<file path="config.mk">
export PLATFORM = sky130hd
export DESIGN_NAME = clk_monitor
export DESIGN_NICKNAME = d
export VERILOG_FILES = /design/src/rtl/clk_monitor.sv
export SDC_FILE = /design/constraint.sdc
export NUM_CORES = 1
export LEC_CHECK = 0
export ABC_AREA = 0
export ABC_CLOCK_PERIOD_IN_PS = 9600
export CORE_MARGIN = 4
export CORE_UTILIZATION = 65
export DETAILED_ROUTE_END_ITERATION = 8
export PLACE_DENSITY = 0.85
export SLEW_MARGIN = 20
export SYNTH_ARGS = -nofsm -noshare
export SYNTH_HDL_FRONTEND = slang
export SYNTH_SLANG_ARGS = --single-unit
export TNS_END_PERCENT = 10
</file>
<file path="constraint.sdc">
create_clock -name clk_32f -period 9.6 [get_ports clk_32f]
set_clock_uncertainty 0.1 [all_clocks]
set_input_delay 2.88 -clock clk_32f [delete_from_list [all_inputs] [get_ports clk_32f]]
set_output_delay 2.88 -clock clk_32f [all_outputs]
set_load 0.05 [all_outputs]
</file>
<file path="src/rtl/clk_monitor.sv">
// clk_monitor: checks three divided clocks (/8, /16, /32 of clk_32f) sampled
// as data. Each channel measures period and high time, locks after LOCK_CNT
// consecutive good periods, and pulses an error on a bad period or a timeout.
// Ports:
//   clk_32f                  reference clock, all state updates on its rising edge
//   reset                    asynchronous active-high reset
//   clk_4f, clk_2f, clk_f    divided clocks under test (expected periods 8/16/32)
//   lock_4f, lock_2f, lock_f per-channel lock (registered)
//   all_locked               AND of the three locks (registered)
//   err_4f, err_2f, err_f    one-cycle error pulses (registered)
//   err_count                saturating total of error pulses
module clk_monitor #(
  parameter int unsigned LOCK_CNT = 4,
  parameter int unsigned ERR_W    = 8
) (
  input  logic             clk_32f,
  input  logic             reset,
  input  logic             clk_4f,
  input  logic             clk_2f,
  input  logic             clk_f,
  output logic             lock_4f,
  output logic             lock_2f,
  output logic             lock_f,
  output logic             all_locked,
  output logic             err_4f,
  output logic             err_2f,
  output logic             err_f,
  output logic [ERR_W-1:0] err_count
);

  localparam int unsigned NCH = 3;
  localparam int unsigned CW  = 6;
  localparam int unsigned GW  = 4;
  // Two spare bits so count + 3 can never wrap, even for ERR_W = 1.
  localparam int unsigned SW  = ERR_W + 2;

  typedef enum logic [1:0] {
    IDLE   = 2'd0,
    ACQ    = 2'd1,
    LOCKED = 2'd2
  } state_t;

  logic [NCH-1:0] clk_in;
  logic [NCH-1:0] err_nxt;
  logic [NCH-1:0] lock_nxt;

  assign clk_in = {clk_f, clk_2f, clk_4f};

  for (genvar g = 0; g < NCH; g++) begin : g_ch
    localparam logic [CW-1:0] PER  = CW'(8 << g);
    localparam logic [CW-1:0] HIGH = CW'(4 << g);

    logic          s_q, s_d;
    logic          rise, fall;
    logic [CW-1:0] per_cnt, hi_cnt, hi_lat;
    logic [GW-1:0] good_cnt, good_cnt_nxt;
    state_t        state, state_nxt;
    logic          good, timeout;
    logic          err_c, lock_c;

    assign rise    = s_q & ~s_d;
    assign fall    = ~s_q & s_d;
    assign good    = (per_cnt == PER) && (hi_lat == HIGH);
    assign timeout = !rise && (per_cnt > PER);

    // Synchronizer, period/high counters and high time captured at the fall.
    always_ff @(posedge clk_32f or posedge reset) begin
      if (reset) begin
        s_q     <= 1'b0;
        s_d     <= 1'b0;
        per_cnt <= '0;
        hi_cnt  <= '0;
        hi_lat  <= '0;
      end else begin
        s_q <= clk_in[g];
        s_d <= s_q;
        if (rise)
          per_cnt <= CW'(1);
        else if (per_cnt != '1)
          per_cnt <= per_cnt + CW'(1);
        if (rise)
          hi_cnt <= CW'(1);
        else if (s_q && (hi_cnt != '1))
          hi_cnt <= hi_cnt + CW'(1);
        if (fall)
          hi_lat <= hi_cnt;
      end
    end

    // State register.
    always_ff @(posedge clk_32f or posedge reset) begin
      if (reset) begin
        state    <= IDLE;
        good_cnt <= '0;
      end else begin
        state    <= state_nxt;
        good_cnt <= good_cnt_nxt;
      end
    end

    // Next-state logic.
    always_comb begin
      state_nxt    = state;
      good_cnt_nxt = good_cnt;
      case (state)
        IDLE: begin
          if (rise) begin
            state_nxt    = ACQ;
            good_cnt_nxt = '0;
          end
        end
        ACQ: begin
          if (timeout) begin
            state_nxt    = IDLE;
            good_cnt_nxt = '0;
          end else if (rise) begin
            if (good) begin
              good_cnt_nxt = good_cnt + GW'(1);
              if ((good_cnt + GW'(1)) == GW'(LOCK_CNT))
                state_nxt = LOCKED;
            end else begin
              good_cnt_nxt = '0;
            end
          end
        end
        LOCKED: begin
          if (timeout) begin
            state_nxt    = IDLE;
            good_cnt_nxt = '0;
          end else if (rise && !good) begin
            state_nxt    = ACQ;
            good_cnt_nxt = '0;
          end
        end
        default: begin
          state_nxt    = IDLE;
          good_cnt_nxt = '0;
        end
      endcase
    end

    // Output decode; registered at the top level on the same edge as the state.
    always_comb begin
      err_c  = 1'b0;
      lock_c = (state_nxt == LOCKED);
      if (state != IDLE)
        err_c = timeout || (rise && !good);
    end

    assign err_nxt[g]  = err_c;
    assign lock_nxt[g] = lock_c;
  end

  logic [SW-1:0] err_sum;

  assign err_sum = SW'(err_count) + SW'(err_nxt[0]) + SW'(err_nxt[1]) + SW'(err_nxt[2]);

  // Registered outputs and saturating error total.
  always_ff @(posedge clk_32f or posedge reset) begin
    if (reset) begin
      lock_4f    <= 1'b0;
      lock_2f    <= 1'b0;
      lock_f     <= 1'b0;
      all_locked <= 1'b0;
      err_4f     <= 1'b0;
      err_2f     <= 1'b0;
      err_f      <= 1'b0;
      err_count  <= '0;
    end else begin
      lock_4f    <= lock_nxt[0];
      lock_2f    <= lock_nxt[1];
      lock_f     <= lock_nxt[2];
      all_locked <= &lock_nxt;
      err_4f     <= err_nxt[0];
      err_2f     <= err_nxt[1];
      err_f      <= err_nxt[2];
      if (|err_sum[SW-1:ERR_W])
        err_count <= '1;
      else
        err_count <= err_sum[ERR_W-1:0];
    end
  end

endmodule
</file>
==> results of run 1 <==
-- flip-flops by register name, indices dropped and copies added, names as in the netlist, 3 cells and up --
name	flops
g_ch.hi_cnt	18
g_ch.hi_lat	18
g_ch.per_cnt	18
g_ch.good_cnt	12
err_count	8
g_ch.state	6
g_ch.s_d	3
g_ch.s_q	3
-- cells in the mapped netlist, drive strengths merged, types with 4 or more instances --
| master | n | area (um2) |
|---|---|---|
| nand2 | 32 | 120 |
| o21ai | 27 | 135 |
| nor2b | 10 | 62.6 |
| a211oi | 4 | 30.0 |
| xor2 | 13 | 114 |
| clkbuf | 10 | 47.5 |
| a31oi | 8 | 50.1 |
| nand4 | 6 | 37.5 |
| or3 | 4 | 26.3 |
| mux2 | 20 | 225 |
| nor3 | 7 | 35.0 |
| xnor2 | 10 | 87.6 |
| dfrtp | 93 | 2330 |
| nor4b | 5 | 50.0 |
| a21oi | 22 | 110 |
| or2 | 4 | 25.0 |
| nand3 | 25 | 125 |
| nor2 | 36 | 138 |
| a21o | 4 | 30.0 |
| nand2b | 12 | 75.1 |
| ha | 14 | 175 |
| and3 | 9 | 58.8 |
| inv | 15 | 56.3 |
-- cells by family (layout without fill, tap and decap cells) --
logic type | count (synthesis) | after routing | share of synthesized area, %
buf+inv | 25 | 54 | 2.27
flops | 93 | 93 | 50.9
fa+ha+maj | 17 | 17 | 4.93
xor+xnor | 23 | 23 | 4.41
simple gates | 165 | 165 | 20.1
compound gates | 87 | 87 | 12.2
mux | 21 | 21 | 5.15
-- report_power, final --
part	switching, mW	internal, mW	total [mW]
Combinational	0.199	0.146	0.346
Sequential	0.0841	0.467	0.551
Clock	0.135	0.126	0.262
-- cell type report --
type                            instances  area [um2]
Clock buffer                           10         138
Clock inverter                          6        62.6
Fill cell                             472        1710
Inverter                               15        57.6
Multi-Input combinational cell        313        2140
Sequential cell                        93        2330
Tap cell                               96         120
Timing Repair Buffer                   23         240
-- layer usage --
layer / part of all wire, % / vias to the layer above / wire [um]
met4: 2.1 / 0 / 175
met3: 3.0 / 14 / 254
met5: 0 / - / 0
met1: 46 / 1605 / 3900
met2: 49 / 61 / 4080
li1: - / 1593 / -
-- per-stage QoR --
stage	hold slack, ns	setup WS (ns)	utilization [%]	total power, mW	instances
2_1_floorplan	0.300	4.20	-	0.798	431
3_3_place_gp	0.329	5.14	71.5	0.882	539
3_5_place_dp	0.332	5.39	71.9	0.903	540
4_1_cts	0.355	4.97	74.8	1.17	556
5_1_grt	0.386	4.93	74.8	1.23	556
6_report	0.350	4.99	74.8	1.16	556
-- worst min path at each step --
stage / end / slack (ns)
floorplan: g_ch[1].s_d / 0.30
global placement: g_ch[1].s_d / 0.33
detailed placement: g_ch[1].s_d / 0.33
CTS: g_ch[1].s_d / 0.36
global route: g_ch[1].s_d / 0.39
finish: g_ch[1].s_d / 0.35
==> impl_metrics.toml, run 1 <==
[finish]
area_growth_pct = 11.3
layout_common_cells = "dfrtp_1, nor2_1, nand2_1, nand3_1, o21ai_0"
final_area_um2 = 5080
num_antenna_cells = 0
layout-drive-gt1-share_pct = 13.3
final_common_cell = "dfrtp_1"
nets = 476

[placement]
place_hpwl_um = 5940
gp_routability_congestion = 0.869
dpl_cell_area_um2 = 4880
io_buffers = 19

[outcome]
status = "finished clean"

[timing]
finalCritPeriodShare_pct = 48.0
fmax_mhz = 217
drv_slew = 0
maxSlewHeadroom_pct = 48.6
finalSetupTns_ns = 0
rsz0062_at_grt = "no"
hold_violations = 0
fin_crit_ns = 4.61
setup_viol = 0
worstMarginPinSlew_ns = 0.769

[clocking]
ctsLongestPathBuffers = 2
clock-root-buffer = "clkbuf_8"
cts_setup_buffers = 0
cts_buffers = 9
cts_resized = 0
clkSinkCount = 93
clkTransAtPathRegs_ns = 0.09
htreeDepth = 3
insertion_delay_ns = 0.36
cts_tree = "built"
hold_buffers = 0

[synth]
syn_nets = 452
ys_warn_count = 0
ys_ff_latch = 93
synth-seq-area-share_pct = 50.9
avgSynthCellArea_um2 = 10.6
async_reset_ff_share_pct = 100
ys_types = 59
synth_edf_count = 0
synth_ff_type = "dfrtp_1"
netlist_area_um2 = 4570
netlist_instances = 431

[global_route]
use_met3_pct = 3.77
grt_pass1_wl_um = 15100
grt_max_degree = 57
grt_pass1_vias = 3337
grt-ovfl-total = 0
grt_use_met1_pct = 30.0
grtUsageMet2_pct = 34.9
top_usage_layer = "met2"
grt_antenna_before_repair = 0
grt_use_total_pct = 22.2

[floorplan]
initial_core_util_pct = 67.3
num_rows = 30
dieHeight_um = 91.8
io_pins = 20
chipWidth_um = 91.8
core_area_um2 = 6790
dieArea_um2 = 8440

[job]
max_cap_viol_count = 0

[worst_setup_path]
r2r_start = "g_ch[2].hi_lat[0]"
reg2reg_to = "err_count[7]"
cp_max_fo = 5
cp_num_buf_inv = 1
cp.arrival_ns = 1.63
critPathLaunchType = "flop"
required_ns = 6.62
path_depth = 1
endpoint_kind = "primary output"
crit_family = "buffers and inverters"
crit_path_max_incr_delay_ns = 0.84
reg2reg_depth = 13
crit_start = "err_count[3]"
slowest_stage = "clkdlybuf4s50_1"
crit_path_end = "err_count[3]"
cp_cell_sequence = "clkdlybuf4s50_1"
r2r_slack_ns = 6.18
critical_path_class = "flop to primary output"

[worst_hold_path]
min_from = "g_ch[1].s_q"
whs_path_depth = 0
hold_class = "flop to flop"

[power]
powerDensity_nw_per_um2 = 228
leakage_nw = 2.31
ir_worst_vdd_v = 0.000214

[route]
wire_per_inst_um = 15.1
ant_nets = 0
vias_per_cell = 5.89
drc = 0
vias = 3273
wl_um = 8410
drt_iter0_drc = 169
dr.pass1.iters = 4
(Power assumes the default switching activity.)
==> inputs of run 2 (changes only) <==
ABC_CLOCK_PERIOD_IN_PS = 4000   (was 9600)
CORE_UTILIZATION = 54   (was 65)
PLACE_DENSITY = 0.75   (was 0.85)
clock period = 4 ns   (was 9.6 ns; I/O delays follow)
==> run 2 against run 1 <==
Net effect: setup slack got worse by 4.4 ns; largest cell class unchanged; non-clock buffer count down 1; sequential share of layout area grew 0.25 points; global-route usage is 4.0 points lower; cell area shrank 0.54%; wire length is 2.1% lower; final cell count is 1.4% higher; utilization decreased by 13 points; highest routed layer unchanged; die area grew 19%; sequential cell count stayed put; register-to-register slack worse by 5.6 ns; largest power group unchanged.
==> impl_metrics.toml, run 2 (synthesis results as in run 1) <==
[outcome]
status = "finished clean"

[route]
drc = 0
drt_iter0_drc = 185
vias_per_cell = 5.76
ant_nets = 0
dr.pass1.iters = 4
vias = 3251
wl_um = 8230
wire_per_inst_um = 14.6

[clocking]
clock-root-buffer = "clkbuf_8"
ctsLongestPathBuffers = 2
clkTransAtPathRegs_ns = 0.09
cts_tree = "built"
insertion_delay_ns = 0.35
hold_buffers = 0
clkSinkCount = 93
cts_resized = 0
htreeDepth = 3
cts_setup_buffers = 0
cts_buffers = 9

[floorplan]
dieHeight_um = 100
core_area_um2 = 8220
dieArea_um2 = 10000
num_rows = 33
initial_core_util_pct = 55.6
io_pins = 20
chipWidth_um = 100

[power]
powerDensity_nw_per_um2 = 532
leakage_nw = 2.29
ir_worst_vdd_v = 0.000643

[worst_setup_path]
cp.arrival_ns = 3.60
critPathLaunchType = "flop"
required_ns = 4.15
cp_max_fo = 3
critical_path_class = "flop to flop"
endpoint_kind = "flop"

[global_route]
grt_pass1_wl_um = 14700
grt_max_degree = 53
grt_pass1_vias = 3138
grt_use_total_pct = 18.2
grt_antenna_before_repair = 0
grt-ovfl-total = 0

[timing]
worst_slack_ns = 0.542
fin_crit_ns = 3.46
drv_slew = 0
fmax_mhz = 289
setup_viol = 0
worstMarginPinSlew_ns = 0.780
maxSlewHeadroom_pct = 47.9
finalSetupTns_ns = 0
hold_violations = 0
rsz0062_at_grt = "no"
finalCritPeriodShare_pct = 86.4

[finish]
final_area_um2 = 5060
final_common_cell = "dfrtp_1"
num_antenna_cells = 0
layout-drive-gt1-share_pct = 13.1
fillers = 665
fin_util_pct = 61.5
seqCellArea_um2 = 2330
area_growth_pct = 10.7
nets = 475
multiInputGateArea_um2 = 2140
layout_common_cells = "dfrtp_1, nor2_1, nand2_1, nand3_1, o21ai_0"
reg_top3 = "g_ch.hi_cnt: 18 flops, g_ch.hi_lat: 18 flops, g_ch.per_cnt: 18 flops"

[worst_hold_path]
hold_class = "flop to flop"

[placement]
io_buffers = 19
place_hpwl_um = 5720
gp_routability_congestion = 0.821
dpl_cell_area_um2 = 4880
dp_slack_ns = 0.612

[job]
max_cap_viol_count = 0
## run 2: cell type report
class,instances,share of cell area [%]
Inverter,15,1.14
Timing Repair Buffer,22,4.45
Clock buffer,10,2.72
Sequential cell,93,46.0
Tap cell,105,2.60
Clock inverter,6,0.767
Multi-Input combinational cell,313,42.3
## run 2: path summary, 6_finish.rpt
check                                  start                 end  slack [ns]  cells after the start
max                        g_ch[2].hi_lat[0]        err_count[7]        0.54                     13
min                              g_ch[1].s_q         g_ch[1].s_d        0.36                      0
max reg2reg                g_ch[2].hi_lat[0]        err_count[7]        0.54                     13
min reg2reg                      g_ch[1].s_q         g_ch[1].s_d        0.36                      0
max in group asynchronous              reset   g_ch[1].hi_cnt[3]        1.94                      3
min in group asynchronous              reset  g_ch[2].per_cnt[4]        1.16                      2
## run 2: layer usage
| metal | global-route usage (%) | share of wire [%] |
|---|---|---|
| met5 | 0 | 0 |
| met4 | 6.42 | 1.6 |
| met3 | 3.06 | 3.7 |
| met2 | 28.4 | 48 |
| met1 | 25.9 | 47 |
## run 2: metrics by stage
| step | instances | power [mW] | hold slack, ns |
|---|---|---|---|
| global route | 564 | 2.88 | 0.394 |
| detailed placement | 548 | 2.15 | 0.327 |
| CTS | 564 | 2.72 | 0.351 |
| finish | 564 | 2.69 | 0.364 |
| floorplan | 431 | 1.92 | 0.300 |
| global placement | 548 | 2.12 | 0.333 |
## run 2: power by group
group	switching, mW	total, mW	internal, mW	leakage (nW)
registers	0.201	1.32	1.12	1.21
clock network	0.320	0.561	0.240	0.0880
logic	0.460	0.807	0.348	1.00
total	0.981	2.69	1.71	2.29
## run 2: critical path: stages, from the launching register on
cell and delay (ns):
dfrtp_1 0.38, or4_4 0.56, nor2_1 0.25, nand3_1 0.15, a21oi_1 0.22, or2_2 0.16, fa_1 0.41, inv_1 0.08
ha_1 0.18, a21oi_1 0.08, nor2b_1 0.19, nand3_1 0.14, nor2_1 0.11, mux2_2 0.33
